===== src/rtl/fpu_addsub_seq.sv =====
// fpu_addsub_seq: arbitrates two requesters onto one shared FP add/sub unit and returns a response.
// Ports:
//   clk, rst                         clock, synchronous active-high reset
//   reqN_valid/ready/op/a/b (N=0,1)  request channels; op 3 = add, 10 = sub
//   unit_start/a/b/addbar_sub        command to the shared unit
//   unit_done/result                 completion pulse and result from the unit
//   rsp_valid/ready/id/result/err    response channel
module fpu_addsub_seq #(
   parameter int TIMEOUT = 16
) (
   input  logic        clk,
   input  logic        rst,
   input  logic        req0_valid,
   output logic        req0_ready,
   input  logic [3:0]  req0_op,
   input  logic [31:0] req0_a,
   input  logic [31:0] req0_b,
   input  logic        req1_valid,
   output logic        req1_ready,
   input  logic [3:0]  req1_op,
   input  logic [31:0] req1_a,
   input  logic [31:0] req1_b,
   output logic        unit_start,
   output logic [31:0] unit_a,
   output logic [31:0] unit_b,
   output logic        unit_addbar_sub,
   input  logic        unit_done,
   input  logic [31:0] unit_result,
   output logic        rsp_valid,
   input  logic        rsp_ready,
   output logic        rsp_id,
   output logic [31:0] rsp_result,
   output logic        rsp_err
);
   typedef enum logic [1:0] {IDLE, ISSUE, WAIT, RESP} state_t;
   state_t state, state_nx;
   logic fav, gnt, acc, legal, busy, expired;
   logic cur_id, cur_add, err;
   logic [3:0] sel_op;
   logic [31:0] cur_a, cur_b, res;
   logic [7:0] cnt;
   // fav names the requester that wins when both are valid
   always_comb begin
      gnt = (req0_valid && req1_valid) ? fav : req1_valid;
      acc = state == IDLE && !rst && (req0_valid || req1_valid);
      req0_ready = acc && !gnt;
      req1_ready = acc && gnt;
      sel_op = gnt ? req1_op : req0_op;
      legal = sel_op == 4'd3 || sel_op == 4'd10;
      expired = cnt == 8'(TIMEOUT - 1);
      busy = state == ISSUE || state == WAIT;
      unit_start = state == ISSUE;
      unit_a = busy ? cur_a : 32'd0;
      unit_b = busy ? cur_b : 32'd0;
      unit_addbar_sub = busy && cur_add;
      rsp_valid = state == RESP;
      rsp_id = rsp_valid && cur_id;
      rsp_err = rsp_valid && err;
      rsp_result = rsp_valid ? res : 32'd0;
      state_nx = state;
      case (state)
         IDLE:  state_nx = acc ? (legal ? ISSUE : RESP) : IDLE;
         ISSUE: state_nx = WAIT;
         WAIT:  state_nx = (unit_done || expired) ? RESP : WAIT;
         RESP:  state_nx = rsp_ready ? IDLE : RESP;
         default: state_nx = IDLE;
      endcase
   end
   always_ff @(posedge clk) begin
      if (rst) begin
         state <= IDLE;
         fav <= 1'b0;
         cur_id <= 1'b0;
         cur_add <= 1'b0;
         cur_a <= 32'd0;
         cur_b <= 32'd0;
         res <= 32'd0;
         err <= 1'b0;
         cnt <= 8'd0;
      end else begin
         state <= state_nx;
         if (acc) begin
            fav <= ~gnt;
            cur_id <= gnt;
            cur_add <= sel_op == 4'd3;
            cur_a <= gnt ? req1_a : req0_a;
            cur_b <= gnt ? req1_b : req0_b;
            err <= ~legal;
            res <= 32'd0;
         end
         if (state == ISSUE) cnt <= 8'd0;
         if (state == WAIT) begin
            cnt <= cnt + 8'd1;
            // a completion on the final cycle still wins over the timeout
            if (unit_done) begin
               res <= unit_result;
               err <= 1'b0;
            end else if (expired) begin
               res <= 32'd0;
               err <= 1'b1;
            end
         end
      end
   end
endmodule


===== config.mk =====
export PLATFORM = sky130hd
export DESIGN_NAME = fpu_addsub_seq
export DESIGN_NICKNAME = d
export VERILOG_FILES = /design/src/rtl/fpu_addsub_seq.sv
export SDC_FILE = /design/constraint.sdc
export NUM_CORES = 1
export LEC_CHECK = 0
export CORE_MARGIN = 2
export CORE_UTILIZATION = 34
export CTS_CLUSTER_SIZE = 20
export DETAILED_ROUTE_END_ITERATION = 8
export GPL_ROUTABILITY_DRIVEN = 0
export PLACE_DENSITY = 0.71
export SKIP_LAST_GASP = 1
export SLEW_MARGIN = 30
export SYNTH_ARGS = -nofsm -noshare
export SYNTH_HDL_FRONTEND = slang
export SYNTH_SLANG_ARGS = --single-unit

===== constraint.sdc =====
create_clock -name clk -period 2.4 [get_ports clk]
set_input_delay 0.48 -clock clk [delete_from_list [all_inputs] [get_ports clk]]
set_output_delay 0.48 -clock clk [all_outputs]
set_load 0.03 [all_outputs]

==> impl_metrics.json <==
{
  "yosys_warnings": 0,
  "ctsHoldBuffers": 0,
  "timing.critical_path.arrival_ns": 1.84,
  "setup.worst_path.start_class": "flop",
  "report.final.setup_viol": 0,
  "buffer_ports.inserted": 276,
  "async_flop_share": 0,
  "antenna_cells": 0,
  "initial_antenna_violation_count": 0,
  "post_synth_instance_area_um2": 5310,
  "holdCritPathClass": "in2reg",
  "design.portCount": 277,
  "synth_most_common_cell": "dfxtp_1",
  "netlist.area_leader.share": 0.415,
  "period_share": 0.967,
  "tritoncts": "built",
  "grtUsageTotal": 0.184,
  "crit_path_max_fanout": 20,
  "first_pass_iters": 4,
  "grt_remaining_overflow": 0,
  "initial_core_util": 0.348,
  "cts.htree.levels": 3,
  "timing_worst_setup_path_type": "reg2out",
  "syn_to_final_growth_pct": 61.4,
  "residual_antenna_violating_net_count_after_detailed_routing": 0,
  "wire_length_of_the_first_global_routing_pass_mm": 24.5,
  "worst-slew-pin-transition_ns": 0.521,
  "synth-main-ff-cell": "dfxtp_1",
  "rows": 45,
  "yosysUniqueCellTypes": 42,
  "die_h_um": 129,
  "layout_min_cycle_time_ns": 2.32,
  "maximum_capacitance_violations": 0,
  "design.die.area_um2": 16600,
  "synth_area_per_cell_um2": 9.02,
  "fp.coreArea_um2": 15300,
  "area_of_the_multi_input_gates_um2": 2850,
  "timing.slew.headroom": 0.652,
  "post_synth_main_area_contributors": "dfxtp_1 41%, mux2i_1 12%, and2_1 12%",
  "count_of_flip_flops_with_a_built_in_enable_after_synthesis": 0,
  "slew_viol_final": 0,
  "share_clk_of_total_power": 0.206,
  "vdd.ir_drop.worst_mv": 0.388,
  "final_layout_size_suffix_gt1_frac": 0.0988,
  "num-nets-final": 1024,
  "clock_tree.root_cell": "clkbuf_16",
  "cts.sinks": 110,
  "capturing_element_type_of_the_critical_path": "primary output",
  "total_chip_power_mw": 6.76,
  "combinationalPowerShare": 0.455,
  "drc_errors": 0,
  "rrSetupSlack_ns": 0.49,
  "insertion_delay_ns": 0.34,
  "postLayoutCellArea_um2": 8570,
  "wirelength_mm": 15.8,
  "seq_area_um2": 2200,
  "num_vias": 5078,
  "internal-power_mw": 4.25,
  "postSynthRegisterBits": 110,
  "synth-seq-area-share": 0.415,
  "first_global_vias": 5115,
  "outcome": "completed",
  "share_seq_of_total_power": 0.339,
  "fill_cells": 1400,
  "cts_inserted_buffers": 9,
  "critPathRequiredTime_ns": 1.92,
  "power.switching_mw": 2.51,
  "cts.path.max_buffers": 2,
  "place_hpwl_mm": 12.0,
  "report.final.hold_viol_count": 0,
  "vias_per_inst": 4.79,
  "power_leakage_nw": 3.83,
  "max_freq_ghz": 0.431,
  "die_x_um": 129,
  "power_density_nw_per_um2": 789,
  "netlist.top_cell.by_area": "dfxtp_1",
  "detail_route.iter0.violations": 151,
  "ys_top_cells_by_count": "110 x dfxtp_1, 106 x nor2_1, 100 x and2_1",
  "wire_per_inst_um": 14.9,
  "synth_fp_nets": 768,
  "switching_share": 0.372,
  "layout_skew_ns": 0.00931,
  "clock_pin_slew_worst_setup_and_hold_paths_ns": 0.06,
  "postPlaceCellArea_um2": 8310,
  "grt_max_degree": 51,
  "syn_inst": 589
}
-- logic make-up (layout without fill, tap and decap cells) --
group / Yosys count / in the layout / share of synthesized area
AND/OR/NAND/NOR: 234 / 234 / 0.226
AO/OA/AOI/OAI: 113 / 113 / 0.157
flip-flops: 110 / 110 / 0.415
multiplexers: 66 / 66 / 0.124
buffers and inverters: 54 / 315 / 0.0540
XOR/XNOR: 7 / 7 / 0.0115
adder cells (fa/ha/maj): 5 / 5 / 0.0118
-- worst max-delay path, cell delays in order (launching register included) --
cell	delay (ns)
dfxtp_1	0.37
inv_1	0.10
ha_4	0.32
buf_12	0.16
and2_1	0.14
dlygate4sd2_1	0.40
-- power by group through the flow --
| stage | Sequential, mW | Clock, mW | Combinational, mW |
|---|---|---|---|
| after global placement | 2.32 | 0 | 2.95 |
| final | 2.29 | 1.39 | 3.08 |
| after CTS | 2.29 | 1.44 | 2.98 |
| after floorplan | 2.27 | 0 | 1.83 |
| after detailed placement | 2.33 | 0 | 3.02 |
| after global routing | 2.33 | 1.50 | 3.34 |
-- through the flow --
stage	instances	hold WS [ns]	setup slack (ns)	util	setup TNS (ns)
floorplan	589	0.446	0.505	-	0
global route	1061	0.408	-0.00456	0.562	-0.0126
CTS	1060	0.386	-0.0108	0.559	-0.0299
global placement	1044	0.463	0.138	0.545	0
detailed placement	1044	0.471	0.106	0.545	0
finish	1061	0.402	0.0801	0.562	0
-- registers in the layout (all words and copies together) (netlist names), 2 cells and up --
signal	count
state	2
cur_b	32
cur_a	32
cnt	8
res	32
-- final cells by class --
| class | instances | share of cell area |
|---|---|---|
| clock buffers | 12 | 0.0288 |
| clock inverters | 4 | 0.00380 |
| inverters | 4 | 0.00175 |
| multi-input cells | 425 | 0.333 |
| flip-flops and latches | 110 | 0.257 |
| well taps | 211 | 0.0308 |
| repair buffers | 295 | 0.345 |
-- layer usage --
| metal | vias up | share of wire | global-route usage | wire length [µm] |
|---|---|---|---|---|
| met5 | - | 0 | 0 | 0 |
| met3 | 16 | 0.063 | 0.0387 | 1000 |
| met1 | 2293 | 0.43 | 0.215 | 6750 |
| met2 | 193 | 0.49 | 0.335 | 7820 |
| met4 | 0 | 0.015 | 0.0601 | 245 |
| li1 | 2576 | - | - | - |
-- timing repair --
| action | CTS | global route |
|---|---|---|
| resized for setup | 61 | 29 |
| gates cloned | 0 | 1 |
| setup buffers | 0 | 0 |
| setup endpoints to repair | 70 | 51 |
-- layout by cell type, fill, tap and decap left out, types with 2 or more instances in the layout --
cell type          n
a211oi_1          65
a21oi_1            4
a22oi_1           32
and2_1           100
buf_12            15
buf_4             40
clkbuf_1           2
clkbuf_16         10
clkbuf_2           6
clkdlybuf4s15_1   11
clkdlybuf4s50_1  174
clkinv_4           2
clkinvlp_4         2
dfxtp_1          110
dlygate4sd2_1     41
dlymetal6s2s_1     6
ha_1               4
inv_1              4
mux2i_1           66
nand2_1            7
nand2b_1           2
nand3b_1           2
nand4_1            3
nor2_1           106
nor4bb_1           2
o21ai_0            4
or2_2              2
or3_1              2
xor2_1             6
-- worst paths after layout --
path,start,to,depth (start not counted)
max,state[0]$_SDFF_PP0_,unit_b[24],5
min reg2reg,cur_a[7]$_SDFFE_PP0P_,cur_a[7]$_SDFFE_PP0P_,2
min,rst,fav$_SDFFE_PP0P_,2
max reg2reg,state[0]$_SDFF_PP0_,cnt[7]$_SDFFE_PP0N_,7
Note: power is estimated with default switching activity, not from simulation.
